$ cat src/rtl/mem_pkg.sv
// Shared memory-side definitions: bus widths, address/data types and the copier FSM state.
package mem_pkg;

  localparam int MEM_ADDR_W = 8;
  localparam int MEM_DATA_W = 8;

  typedef logic [MEM_ADDR_W-1:0] mem_addr_t;
  typedef logic [MEM_DATA_W-1:0] mem_data_t;

  typedef enum logic [2:0] {
    IDLE    = 3'd0,
    RD_ADDR = 3'd1,
    RD_WAIT = 3'd2,
    WR      = 3'd3,
    DONE    = 3'd4
  } copier_state_t;

endpackage

$ cat src/rtl/mem_copier.sv
// Block copy engine: reads LEN bytes from SRC and writes them forward to DST, one byte per 3 cycles.
// Define MEM_COPIER_CHECKSUM_EN to add a running byte-sum output of everything read.
module mem_copier
  import mem_pkg::*;
#(
  parameter int ADDR_W = MEM_ADDR_W,
  parameter int DATA_W = MEM_DATA_W
) (
  input  logic              clock,
  input  logic              reset,
  input  logic              start,
  input  logic [ADDR_W-1:0] src,
  input  logic [ADDR_W-1:0] dst,
  input  logic [ADDR_W-1:0] len,
  output logic              busy,
  output logic              done,
  output logic              mem_write,
  output logic [ADDR_W-1:0] mem_address,
  output logic [DATA_W-1:0] mem_to,
  input  logic [DATA_W-1:0] mem_from
`ifdef MEM_COPIER_CHECKSUM_EN
  ,
  output logic [DATA_W-1:0] checksum
`endif
);

  copier_state_t     state;
  logic [ADDR_W-1:0] src_q;
  logic [ADDR_W-1:0] dst_q;
  logic [ADDR_W-1:0] count;
  logic [ADDR_W-1:0] offset;
  logic [DATA_W-1:0] buffer;

  // The byte buffer is itself the write-data register, so mem_to is stable through WR.
  assign mem_to = buffer;

  always_ff @(posedge clock or posedge reset) begin
    if (reset) begin
      state       <= IDLE;
      busy        <= 1'b0;
      done        <= 1'b0;
      mem_write   <= 1'b0;
      mem_address <= '0;
      src_q       <= '0;
      dst_q       <= '0;
      count       <= '0;
      offset      <= '0;
      buffer      <= '0;
    end else begin
      done      <= 1'b0;
      mem_write <= 1'b0;
      case (state)
        IDLE: begin
          if (start) begin
            src_q  <= src;
            dst_q  <= dst;
            count  <= len;
            offset <= '0;
            busy   <= 1'b1;
            if (len != '0) begin
              mem_address <= src;
              state       <= RD_ADDR;
            end else begin
              done  <= 1'b1;
              state <= DONE;
            end
          end
        end
        RD_ADDR: state <= RD_WAIT;
        RD_WAIT: begin
          // Capture on the closing edge so a registered-read memory has had a full cycle.
          buffer      <= mem_from;
          mem_address <= dst_q + offset;
          mem_write   <= 1'b1;
          state       <= WR;
        end
        WR: begin
          offset <= offset + 1'b1;
          count  <= count - 1'b1;
          if (count == ADDR_W'(1)) begin
            done  <= 1'b1;
            state <= DONE;
          end else begin
            mem_address <= src_q + offset + 1'b1;
            state       <= RD_ADDR;
          end
        end
        DONE: begin
          busy  <= 1'b0;
          state <= IDLE;
        end
        default: state <= IDLE;
      endcase
    end
  end

`ifdef MEM_COPIER_CHECKSUM_EN
  always_ff @(posedge clock or posedge reset) begin
    if (reset) begin
      checksum <= '0;
    end else if (state == IDLE && start) begin
      checksum <= '0;
    end else if (state == RD_WAIT) begin
      checksum <= checksum + mem_from;
    end
  end
`endif

endmodule

$ cat config.mk
export PLATFORM = sky130hd
export DESIGN_NAME = mem_copier
export DESIGN_NICKNAME = d
export VERILOG_FILES = /design/src/rtl/mem_pkg.sv /design/src/rtl/mem_copier.sv
export SDC_FILE = /design/constraint.sdc
export NUM_CORES = 1
export LEC_CHECK = 0
export ABC_AREA = 0
export CAP_MARGIN = 10
export CORE_UTILIZATION = 45
export DETAILED_ROUTE_END_ITERATION = 12
export PLACE_DENSITY = 0.75
export RECOVER_POWER = 100
export SLEW_MARGIN = 15
export SYNTH_ARGS = -nofsm -noshare
export SYNTH_HDL_FRONTEND = slang
export SYNTH_SLANG_ARGS = --single-unit
$ cat constraint.sdc
create_clock -name clock -period 4.2 [get_ports clock]
set_clock_uncertainty 0.05 [all_clocks]
set_input_delay 0.63 -clock clock [delete_from_list [all_inputs] [get_ports clock]]
set_output_delay 0.63 -clock clock [all_outputs]
set_load 0.05 [all_outputs]
Word level (Yosys, flattened, before mapping)
Index checks and enable logic that the tools add are counted.
{ "classes": {"add_sub_neg": 5, "n_mul": 0, "div": 0, "n_lt_le_gt_ge": 0, "n_eq_ne": 8, "n_shift": 0, "mux": 19, "bitwise_logic": 0, "reduce_logical": 9} }
{ "ops": {"columns": ["op", "count"], "rows": [
  ["2-to-1 mux 8 bit", 5],
  ["one-hot mux 8 bit (2 select lines)", 2],
  ["one-hot mux 8 bit (3 select lines)", 1],
  ["adder 8 x 1 -> 8 bit, second input constant", 2],
  ["adder 8 bit", 2],
  ["one-hot mux 3 bit (4 select lines)", 1],
  ["2-to-1 mux 3 bit", 3],
  ["== test 8 x 1 -> 1 bit, second input constant", 1],
  ["nonzero test 8 bit", 1],
  ["subtractor 8 x 1 -> 8 bit, second input constant", 1],
  ["== test 3 x 2 -> 1 bit, second input constant", 2],
  ["inequality test 2 bit, second input constant", 3],
  ["AND reduction 2 bit", 3],
  ["2-to-1 mux 1 bit", 5],
  ["one-hot mux 1 bit (2 select lines)", 2],
  ["AND reduction 4 bit", 1],
  ["nonzero test 2 bit", 2],
  ["== test 3 x 1 -> 1 bit, second input constant", 1],
  ["== test 3 bit, second input constant", 1],
  ["zero test 3 bit", 1],
  ["nonzero test 3 bit", 1]
]} }
{ "word_totals": {"register_bits": 54, "latchBits": 0, "ram_bits": 0, "mem_bits_ro": 0, "output_inout_bits": 19, "elab_cells": 51, "memories": 0} }

Logic depth before layout (Yosys ltp)
{ "logic_depth": {"word_depth": 4, "ltp_mapped": 10, "ltp_nobuf": 9} }

Worst setup path after synthesis
No wires, ideal clock.
{ "synth_path": {"path_type": "reg2reg", "start": "register count[3]", "end": "register mem_address[5]", "setup_ps": 131, "t_arrival_ps": 1922, "path_slack_ps": 2096, "path_stages_with_launch": 9, "path_buffers": 1, "cell_sequence": "dfrtp_1 or4_4 or4_4 nand2_2 or3_4 buf_12 inv_8 nor2_2 a21oi_1"} }
{ "synth_via": {"elab_chain_cells": 3} }
{ "synth_lines": {"columns": ["element", "line_no", "rtl"], "rows": [
  ["start: declaration", "mem_copier.sv:30", "logic [ADDR_W-1:0] count;"],
  ["start signal: assignment", "mem_copier.sv:57", "count <= len;"],
  ["start signal: assignment", "mem_copier.sv:79", "count <= count - 1'b1;"],
  ["== test 8 x 1 -> 1 bit", "mem_copier.sv:80", "if (count == ADDR_W'(1)) begin"],
  ["inequality test 2 bit (no line)", null, null],
  ["AND reduction 4 bit (no line)", null, null],
  ["end signal: assignment", "mem_copier.sv:61", "mem_address <= src;"],
  ["end signal: assignment", "mem_copier.sv:73", "mem_address <= dst_q + offset;"],
  ["end signal: assignment", "mem_copier.sv:84", "mem_address <= src_q + offset + 1'b1;"],
  ["end: declaration", "mem_copier.sv:18", "output logic [ADDR_W-1:0] mem_address,"]
]} }
No other way between the ends.
A chain may end at the register's enable or synchronous reset.

Final worst setup path
{ "layout_path": {"start": "register state[0]", "end": "register offset[2]"} }
{ "layout_via": {"elab_chain_cells": 3} }
{ "layout_lines": {"columns": ["element", "line_no", "rtl"], "rows": [
  ["start: declaration", "mem_copier.sv:27", "copier_state_t state;"],
  ["start signal: assignment", "mem_copier.sv:39", "state <= IDLE;"],
  ["start signal: assignment", "mem_copier.sv:62", "state <= RD_ADDR;"],
  ["start signal: assignment", "mem_copier.sv:65", "state <= DONE;"],
  ["== test 3 x 2 -> 1 bit or zero test 3 bit (tied branches)", "mem_copier.sv:52", "case (state)"],
  ["nonzero test 2 bit (no line) or inequality test 2 bit (tied branches)", null, null],
  ["AND reduction 2 bit (no line)", null, null],
  ["end signal: assignment", "mem_copier.sv:78", "offset <= offset + 1'b1;"],
  ["end: declaration", "mem_copier.sv:31", "logic [ADDR_W-1:0] offset;"]
]} }
Parallel ways exist; a longest one is shown, timed or not.

==> summary.md <==
| Metric | Value |
|---|---|
| Outcome | finished with violations |
| Failing checks | capacitance limit, slew limit |
| Hold_buf cts | 0 |
| Slew @ Worst Pin | 2.372 ns |
| Hold depth | 2 |
| Class of the worst hold path | reg2reg |
| I/O Pins | 54 |
| Clk root buf | clkbuf_8 |
| Syn Nets | 394 |
| Vias in the first global route | 2523 |
| Peak supply drop | 0.2548 mV |
| Via/cell ratio | 5.584 |
| # DRC | 0 |
| Placed cell area | 3677 um2 |
| Synth warn | 0 |
| Antenna Violating Nets Remaining | 0 |
| Core area | 6495 um2 |
| Post-synth EDFFs | 0 |
| CTS tree | yes |
| R2R depth | 6 |
| Final #Nets | 445 |
| Family with the most delay on the worst path | simple AND/OR/NAND/NOR gates |
| Initial antenna violation count | 0 |
| Simple-Gate Fraction of Synth Area | 21.63% |
| Fraction of the mapped netlist area in adder cells | 8.122% |
| CP arrival | 3.11 ns |
| Layout area overhead | 20.14% |
| Hold Slack | 0.4354 ns |
| Compound-cell area share of the yosys netlist | 15.84% |
| Max FO, Critical Path | 20 |
| Reg2Reg Setup Slack | 1.23 ns |
| CTS HTree Levels | 2 |
| Leakage | 1.654 nW |
| Syn Std Cell Area | 3112 um2 |
| Routed via count | 2619 |
| Fin. max-slew vios | 55 |
| Share of cells above drive strength 1 | 5.612% |
| PD cells | 760.3 nW/um2 |
| Buffers & Inverters on Critical Path | 1 |
| Crit path top cell by count | o21ai_0 |
| IO Port Bufs | 53 |
| TritonCTS buffer count | 5 |
| Setup Viol. Count Final | 0 |
| Final Hold Vio Count | 0 |
| Fillers | 546 |
| Final Cycle Share | 70.81% |
| Per-cell routed wire length | 15.73 um |
| Worst hold endpoint | mem_address[1]$_DFFE_PP0P_ |
| Largest family of logic cells by synthesized area | simple AND/OR/NAND/NOR gates |
| Maxcap violations | 1 |
| Share of the yosys chip area belonging to registers | 43.43% |
| Cell Rows | 29 |
| Cell with the largest stage delay on the worst path | clkbuf_1 |
| Clock Tree Buf Depth | 2 |
| Die W | 85.16 um |
| RSZ-0062 raised after global routing | no |
| Post-layout util | 57.56% |
| Clock transition at the registers of the reported paths | 0.10 ns |
| DIE HEIGHT | 85.16 um |
| Crit-path max cell delay | 0.70 ns |
| R2R Path End | offset[2]$_DFFE_PP0P_ |
| Synth cell types | 47 |
| CP Class | reg2reg |
| Crit end category | register |
| DRT Wirelength | 7.377 mm |
| Tot GR Track Use | 21.75% |
| DR iter-0 viols | 221 |
| Seq cells post-synth | 54 |
| Largest net degree at the start of global routing | 55 |
| Post-synthesis mux area share | 3.538% |
| Max-slew headroom | -58.97% |
| Worst Path Required | 4.34 ns |
| Avg Cell Area, Syn | 9.152 um2 |
| Resize count post-CTS | 0 |
| R2R Path Start | state[0]$_DFFE_PP0N_ |
| ANT cells | 0 |
| Starting Density | 47.91% |
| Global route total overflow | 0 |
| Die area | 7251 um2 |
| XOR/XNOR Fraction of Synth Area | 2.815% |
| GPL Wtd Cong | 0.8527 |
| Clk sinks | 54 |
| Clk Latency, worst-skew pair | 0.32 ns |
| Worst Setup Start Kind | register |
| Total setup buffers inserted after CTS | 0 |
| Final setup margin | 1.226 ns |
| Final TNS setup | 0 ns |
| Post-synth top area share | 43.43% |
| Fmax | 336.2 MHz |
| First-pass GRT wire length | 12.35 mm |
| Asr flop ratio synth | 100.0% |
| Main synth FF type | dfrtp_1 |
| Final instance area | 3739 um2 |
| Dpl ws | 1.681 ns |
| Post-DP HPWL | 5.490 mm |
| Hold Crit Start | mem_address[1]$_DFFE_PP0P_ |
| Leading area contributor after synthesis | dfrtp_1 |
| Top area cells in the synthesized netlist | dfrtp_1 43%, nand2_1 8.0%, ha_1 6.8% |
| Fin crit period | 2.974 ns |
| First-pass DRT Iterations | 4 |
| Synth Instances | 340 |
| CP cell instances | nor3_1, and2_0, clkbuf_1, nor2_1, o21ai_0, o21ai_0 |
==> how the worst max path moves through the flow <==
stage                                            end             startpoint  slack, ns  depth (start not counted)
after floorplan           mem_address[5]$_DFFE_PP0P_   count[3]$_DFFE_PP0P_       2.10                          8
after detailed placement       offset[2]$_DFFE_PP0P_                  start       1.68                          6
after global placement          count[0]$_DFFE_PP0P_                  start       1.75                          5
after global routing            count[3]$_DFFE_PP0P_   state[0]$_DFFE_PP0N_       0.89                          6
after CTS                 mem_address[6]$_DFFE_PP0P_  offset[0]$_DFFE_PP0P_       1.81                          9
final                          offset[2]$_DFFE_PP0P_   state[0]$_DFFE_PP0N_       1.23                          6
==> cell usage in the layout (no fill, tap or decap), types with 7 or more instances in the layout <==
cell type,n
nand2_1,67
dfrtp_1,54
clkdlybuf4s50_1,33
o21ai_0,30
nor2_1,26
dlygate4sd3_1,20
ha_1,17
a21oi_1,16
inv_1,12
nand3_1,11
mux2_2,8
nor3_1,7
o211ai_1,7
a211oi_1,7
==> state kept, by name, summed over array words and instances, names as in the netlist <==
name / cells
src_q: 8
mem_to: 8
done: 1
dst_q: 8
mem_write: 1
state: 3
offset: 8
count: 8
busy: 1
mem_address: 8
==> cells by family (layout without fill, tap and decap cells) <==
group                    Yosys count  after routing
flip-flops                        54             54
multiplexers                      10             10
adder cells (fa/ha/maj)           19             19
XOR/XNOR                          10             10
AND/OR/NAND/NOR                  142            142
buffers and inverters             26             78
AO/OA/AOI/OAI                     79             79
==> power by group <==
group	switching (mW)	leakage, nW	internal, mW
Sequential	0.206	0.670	0.748
Clock	0.181	0.0472	0.133
Combinational	0.973	0.936	0.601
Total	1.36	1.65	1.48
==> per-layer routing <==
metal	global-route usage, %	vias up	share of wire (%)
li1	-	1300	-
met1	29.66	1250	46
met2	36.00	58	48
met3	3.210	11	4.4
met4	6.471	0	1.5
met5	0	-	0
==> worst min-delay path, delay by kind of cell, from the launching register on <==
| family | cells | cell delay, ns |
|---|---|---|
| AOI/OAI and AO/OA | 1 | 0.06 |
| DFF | 1 | 0.35 |
| and+or+nand+nor | 1 | 0.04 |
==> metrics by stage <==
| stage | power (mW) | cells |
|---|---|---|
| 2_1_floorplan | 2.174 | 340 |
| 3_3_place_gp | 2.558 | 461 |
| 3_5_place_dp | 2.602 | 461 |
| 4_1_cts | 2.911 | 469 |
| 5_1_grt | 3.058 | 469 |
| 6_report | 2.842 | 469 |
==> cells in the mapped netlist (all sizes together), types with 6 or more instances <==
| cell | instances |
|---|---|
| a211oi | 7 |
| inv | 14 |
| nand2b | 6 |
| nor2 | 27 |
| ha | 17 |
| a21oi | 16 |
| nor3 | 7 |
| o211ai | 7 |
| mux2 | 8 |
| o21ai | 32 |
| dfrtp | 54 |
| nand3 | 11 |
| clkbuf | 7 |
| nand2 | 67 |
==> final cells by class <==
cell class	instances	area [um2]	share of cell area, %
clock inverters	2	12.51	0.3347
well taps	77	96.34	2.577
multi-input cells	260	1593	42.60
flip-flops and latches	54	1351	36.14
clock buffers	6	82.58	2.209
repair buffers	56	541.8	14.49
inverters	14	61.31	1.640
(Power assumes the default switching activity.)
